==> src/rtl/alu_cmd_sequencer.sv <==
// -----------------------------------------------------------------------------
// alu_cmd_sequencer
//
// Command controller in front of the registered arithmetic unit. It arbitrates
// round-robin between two requesters and issues each granted command to the
// unit as a one-cycle alu_en pulse. It captures the unit result when alu_flag
// rises and returns it on a held valid/ready response channel. Divide-by-zero
// is trapped before issue. A watchdog turns a missing alu_flag into an error
// response.
//
// Parameters
//   WIDTH    operand/result width (matches the unit's in/out width)
//   TMO_CYC  WAIT cycles without alu_flag before a timeout error is returned
//
// Ports
//   clk, rst                      clock, asynchronous active-low reset
//   reqN_valid/reqN_ready         command handshake for requester N (0/1)
//   reqN_fun, reqN_a, reqN_b      op (00 add, 01 sub, 10 mul, 11 div), operands
//   alu_en, alu_fun, alu_a/b      one-cycle enable and registered command
//   alu_out, alu_carry, alu_flag  unit result, carry/borrow, result-valid
//   rsp_valid/rsp_ready           response handshake, valid held until taken
//   rsp_id, rsp_data, rsp_carry   requester index, result, carry
//   rsp_err                       1 = divide-by-zero or timeout
// -----------------------------------------------------------------------------
module alu_cmd_sequencer #(
    parameter int WIDTH   = 16,
    parameter int TMO_CYC = 4
) (
    input  logic             clk,
    input  logic             rst,
    input  logic             req0_valid,
    output logic             req0_ready,
    input  logic [1:0]       req0_fun,
    input  logic [WIDTH-1:0] req0_a,
    input  logic [WIDTH-1:0] req0_b,
    input  logic             req1_valid,
    output logic             req1_ready,
    input  logic [1:0]       req1_fun,
    input  logic [WIDTH-1:0] req1_a,
    input  logic [WIDTH-1:0] req1_b,
    output logic             alu_en,
    output logic [1:0]       alu_fun,
    output logic [WIDTH-1:0] alu_a,
    output logic [WIDTH-1:0] alu_b,
    input  logic [WIDTH-1:0] alu_out,
    input  logic             alu_carry,
    input  logic             alu_flag,
    output logic             rsp_valid,
    input  logic             rsp_ready,
    output logic             rsp_id,
    output logic [WIDTH-1:0] rsp_data,
    output logic             rsp_carry,
    output logic             rsp_err
);

    localparam int TMO_W = (TMO_CYC > 1) ? $clog2(TMO_CYC) : 1;

    typedef enum logic [1:0] {
        IDLE  = 2'd0,
        ISSUE = 2'd1,
        WAIT  = 2'd2,
        RESP  = 2'd3
    } state_t;

    state_t             state;
    state_t             state_nxt;
    logic               last_grant;
    logic [TMO_W-1:0]   tmo_cnt;

    logic               grant;
    logic               accept;
    logic [1:0]         sel_fun;
    logic [WIDTH-1:0]   sel_a;
    logic [WIDTH-1:0]   sel_b;
    logic               div_zero;
    logic               tmo_last;

    // On a tie the requester that was not granted last wins; otherwise the
    // single valid requester wins.
    always_comb begin
        grant = 1'b0;
        if (req0_valid && req1_valid) begin
            grant = ~last_grant;
        end else if (req1_valid) begin
            grant = 1'b1;
        end
    end

    assign accept     = (state == IDLE) && (req0_valid || req1_valid);
    assign req0_ready = (state == IDLE) && req0_valid && !grant;
    assign req1_ready = (state == IDLE) && req1_valid && grant;

    assign sel_fun  = grant ? req1_fun : req0_fun;
    assign sel_a    = grant ? req1_a   : req0_a;
    assign sel_b    = grant ? req1_b   : req0_b;
    assign div_zero = (sel_fun == 2'b11) && (sel_b == '0);

    // tmo_cnt holds the number of flagless WAIT cycles already spent, so the
    // TMO_CYC-th one is the cycle where it equals TMO_CYC-1.
    assign tmo_last = (tmo_cnt == TMO_W'(TMO_CYC - 1));

    assign alu_en    = (state == ISSUE);
    assign rsp_valid = (state == RESP);

    always_ff @(posedge clk or negedge rst) begin
        if (!rst) begin
            state <= IDLE;
        end else begin
            state <= state_nxt;
        end
    end

    always_comb begin
        state_nxt = state;
        case (state)
            IDLE: begin
                if (accept) begin
                    state_nxt = div_zero ? RESP : ISSUE;
                end
            end
            ISSUE: begin
                state_nxt = WAIT;
            end
            WAIT: begin
                // The flag is checked before the timeout count, so a flag on
                // the last allowed cycle still yields a good response.
                if (alu_flag || tmo_last) begin
                    state_nxt = RESP;
                end
            end
            RESP: begin
                if (rsp_ready) begin
                    state_nxt = IDLE;
                end
            end
            default: begin
                state_nxt = IDLE;
            end
        endcase
    end

    always_ff @(posedge clk or negedge rst) begin
        if (!rst) begin
            last_grant <= 1'b1;
            tmo_cnt    <= '0;
            alu_fun    <= 2'b00;
            alu_a      <= '0;
            alu_b      <= '0;
            rsp_id     <= 1'b0;
            rsp_data   <= '0;
            rsp_carry  <= 1'b0;
            rsp_err    <= 1'b0;
        end else begin
            case (state)
                IDLE: begin
                    if (accept) begin
                        alu_fun    <= sel_fun;
                        alu_a      <= sel_a;
                        alu_b      <= sel_b;
                        rsp_id     <= grant;
                        last_grant <= grant;
                        tmo_cnt    <= '0;
                        if (div_zero) begin
                            rsp_err   <= 1'b1;
                            rsp_data  <= '1;
                            rsp_carry <= 1'b0;
                        end
                    end
                end
                WAIT: begin
                    if (alu_flag) begin
                        rsp_data  <= alu_out;
                        rsp_carry <= alu_carry;
                        rsp_err   <= 1'b0;
                    end else if (tmo_last) begin
                        rsp_data  <= '0;
                        rsp_carry <= 1'b0;
                        rsp_err   <= 1'b1;
                    end else begin
                        tmo_cnt <= tmo_cnt + TMO_W'(1);
                    end
                end
                default: begin
                end
            endcase
        end
    end

endmodule

==> config.mk <==
export PLATFORM = sky130hd
export DESIGN_NAME = alu_cmd_sequencer
export DESIGN_NICKNAME = d
export VERILOG_FILES = /design/src/rtl/alu_cmd_sequencer.sv
export SDC_FILE = /design/constraint.sdc
export NUM_CORES = 1
export LEC_CHECK = 0
export ABC_AREA = 1
export BUFFER_PORTS_ARGS = -buffer_cell sky130_fd_sc_hd__buf_2
export CAP_MARGIN = 20
export CELL_PAD_IN_SITES_DETAIL_PLACEMENT = 2
export CELL_PAD_IN_SITES_GLOBAL_PLACEMENT = 2
export CORE_ASPECT_RATIO = 0.9
export CORE_MARGIN = 3
export CORE_UTILIZATION = 26
export CTS_CLUSTER_DIAMETER = 150
export DETAILED_ROUTE_END_ITERATION = 12
export PLACE_DENSITY_LB_ADDON = 0.05
export SLEW_MARGIN = 20
export SYNTH_ARGS = -nofsm -noshare
export SYNTH_HDL_FRONTEND = slang
export SYNTH_SLANG_ARGS = --single-unit
==> constraint.sdc <==
create_clock -name clk -period 4 [get_ports clk]
set_input_delay 1.2 -clock clk [delete_from_list [all_inputs] [get_ports clk]]
set_output_delay 1.2 -clock clk [all_outputs]
set_load 0.05 [all_outputs]
==> impl_metrics.tcl <==
set metrics [dict create \
    reg2reg_depth 12 \
    grt_pass1_wl_um 18090 \
    worst_setup_path_start_kind "input pin" \
    path_clk_slew_ns 0.05 \
    drc 0 \
    synth-xor-area-share 0 \
    slew_viol_final 0 \
    hold_path_depth 2 \
    clk_latency_ns 0.33 \
    synth_nets 484 \
    top_usage_layer "met2" \
    combPwrFrac 0.568 \
    yosys.area_share.simple 0.3124 \
    hold_buffers 0 \
    drive_gt1_frac 0.3439 \
    criticalPathCategory "input pin to output port" \
    fp.dieW_um 118.7 \
    yosys_warnings 0 \
    p_leak_nw 2.201 \
    wl_um 10930 \
    clock_path_buffers 2 \
    cts_resized 0 \
    yosysUniqueCellTypes 21 \
    fin_crit_ns 3.161 \
    dieHeight_um 107.4 \
    htreeDepth 3 \
    p_seq_frac 0.249 \
    met1_usage 0.2368 \
    min_path_type "flip-flop to flip-flop" \
    grt_max_degree 49 \
    worst_slew_pin_slew_ns 0.7599 \
    synth_mux_area_frac 0 \
    synth_fa_ha_area_frac 0.02526 \
    io_pins 148 \
    synth_compound_area_frac 0.1120 \
    layout.cells.non_filler 687 \
    grt_antenna_before_repair 0 \
    port_buffers 147 \
    drt_iter0_drc 92 \
    slowest_delay_ns 0.30 \
    setup_viol 0 \
    cts_root_buf "clkbuf_16" \
    holdPathEnd "rsp_data[9]$_DFFE_PN0P_" \
    track_usage 0.1787 \
    initial_core_util 0.2704 \
    crit_arrival_ns 1.96 \
    rows 36 \
    met3_usage 0.04309 \
    vias_per_cell 4.603 \
    p_per_area_mw_per_mm2 1039 \
    fmax_ghz 0.3164 \
    rr_startpoint "last_grant$_DFFE_PN1P_" \
    grt_util_met2 0.2901 \
    end_kind "output port" \
    worst_hold_startpoint "rsp_data[9]$_DFFE_PN0P_" \
    ys_seq_area_frac 0.4888 \
    hpwl_um 8120 \
    p_switching_mw 2.307 \
    critPathBufInv 3 \
    cts.sinks 58 \
    route.detailed.wl_per_inst_um 15.90 \
    final_nets 627 \
    hold_violations 0 \
    crit_required_ns 2.80 \
    cts_made_buffers 9 \
    p_int_mw 2.006 \
    dp_cells 671 \
    ir_worst_vdd_mv 0.3538 \
    status "completed" \
    design.core.area_mm2 0.01099 \
    r2r_slack_ns 1.56 \
    ys_seq_elements 58 \
    pwr-share-clk 0.184 \
    rsz0062_at_grt "no" \
    syn_area_mm2 0.002972 \
    cap_violations 0 \
    vias 3162 \
    setup_tns_ns 0 \
    area_growth_pct 39.71 \
    switching_share 0.5348 \
    crit_chain "buf_2 > nand2_4 > nand2_4 > inv_2 > nor3_2 > buf_2" \
    drt-pass1-iter-count 4 \
    synth_cells 387 \
    cts_tree "done" \
    gr-total-overflow 0 \
    grt_pass1_vias 3422 \
    critPathMaxFanout 8 \
    avgSynthCellArea_um2 7.679 \
    dieArea_mm2 0.01275 \
    synth_top_family_by_area "simple AND/OR/NAND/NOR gates" \
    finalCritPeriodShare 0.7903 \
    gp_congestion 0.8322 \
    postCtsSetupRepairBufs 0 \
    fin_skew_ns 0.005732 \
    final_antenna_net_count 0 \
    cp_top_family "buffers and inverters" \
    slew_headroom 0.4934 \
    critical-path-slowest-cell "buf_2" \
    n_antenna_cell 0 \
    r2r_end "rsp_data[2]$_DFFE_PN0P_" \
]
==> power by group through the flow <==
stage          combinational [mW]  sequential (mW)  clock (mW)
3_3_place_gp                 2.42             1.07           0
5_1_grt                      2.69             1.11       0.844
3_5_place_dp                 2.48             1.08           0
6_report                     2.45             1.07       0.793
4_1_cts                      2.49             1.08       0.817
2_1_floorplan               0.901             2.01           0
==> worst register-to-register path, delay by kind of cell (launching register included) <==
kind,cells,cell delay [ns]
and+or+nand+nor,10,1.17
DFF,1,0.56
buffers and inverters,1,0.38
AOI/OAI and AO/OA,1,0.21
==> layer usage <==
metal,vias up,share of wire
met5,-,0
met4,0,0.012
met3,10,0.052
met2,90,0.47
met1,1526,0.46
li1,1536,-
==> through the flow <==
step / setup WS (ns) / total power [mW] / utilization / hold slack [ns] / area, µm²
after CTS: 0.8287 / 4.387 / 0.3775 / 0.4767 / 4149
after global placement: 0.8526 / 3.487 / 0.3494 / 0.4541 / 3840
final: 0.8390 / 4.313 / 0.3777 / 0.4696 / 4151
after floorplan: 0.3799 / 2.909 / - / 0.4642 / 2977
after detailed placement: 0.7754 / 3.565 / 0.3494 / 0.4636 / 3840
after global routing: 0.7713 / 4.649 / 0.3777 / 0.4979 / 4151
==> sequential cells by signal, summed over array words and instances, names as in the netlist <==
signal      cells
rsp_err         1
tmo_cnt         2
last_grant      1
alu_fun         2
rsp_carry       1
rsp_data       16
alu_b          16
state           2
rsp_id          1
alu_a          16
==> layout make-up <==
class                   instances  area, µm²
clock buffers                  14      274.0
clock inverters                 2      35.03
fillers                      1336       6839
inverters                      17      63.81
multi-input cells             291       1353
flip-flops and latches         58       1453
well taps                     152      190.2
repair buffers                153      783.3
==> cell usage after synthesis <==
| cell type | instances | area [µm²] |
|---|---|---|
| nand2_2 | 7 | 43.79 |
| buf_2 | 2 | 10.01 |
| nor2_2 | 2 | 12.51 |
| nand2_4 | 4 | 45.04 |
| nand2_1 | 134 | 503.0 |
| a31oi_1 | 16 | 100.1 |
| o21ai_0 | 42 | 210.2 |
| o21ai_1 | 1 | 5.000 |
| dfstp_2 | 1 | 26.28 |
| buf_6 | 4 | 45.04 |
| ha_1 | 6 | 75.07 |
| nand3_1 | 30 | 150.1 |
| inv_1 | 16 | 60.06 |
| inv_2 | 1 | 3.750 |
| clkbuf_1 | 13 | 48.80 |
| nor3_1 | 1 | 5.000 |
| o21a_1 | 1 | 7.510 |
| buf_4 | 2 | 15.01 |
| dfrtp_1 | 57 | 1426 |
| nor2_1 | 45 | 168.9 |
| a21oi_1 | 2 | 10.01 |
==> kinds of logic (layout without fill, tap and decap cells) <==
kind of cell,after synthesis,in the layout
compound gates,62,62
flops,58,58
buf+inv,38,186
fa+ha+maj,6,6
simple gates,223,223
==> how the worst max path moves through the flow <==
| stage | slack (ns) | from | end | cells after the start |
|---|---|---|---|---|
| finish | 0.84 | req0_valid | req0_ready | 6 |
| global route | 0.77 | req0_valid | req0_ready | 6 |
| CTS | 0.83 | req0_valid | req0_ready | 6 |
| detailed placement | 0.78 | req0_valid | rsp_data[4]$_DFFE_PN0P_ | 13 |
| global placement | 0.85 | req0_valid | req0_ready | 6 |
| floorplan | 0.38 | req1_valid | req0_ready | 6 |
==> cell usage in the layout (no fill, tap or decap) <==
master	instances
o21ai_1	1
nand2_1	134
dfstp_2	1
a21oi_1	1
ha_1	6
inv_2	1
clkbuf_8	3
a21oi_4	1
clkbuf_16	9
o21a_1	1
a31oi_1	16
inv_1	16
clkbuf_1	2
dfrtp_1	57
nor2_2	2
o21ai_0	42
nand2_4	4
clkinv_2	1
buf_4	7
nand3_1	30
nor2_1	45
buf_2	146
nand2_2	7
bufinv_16	1
nor3_2	1
Power figures use the tool's default switching activity.
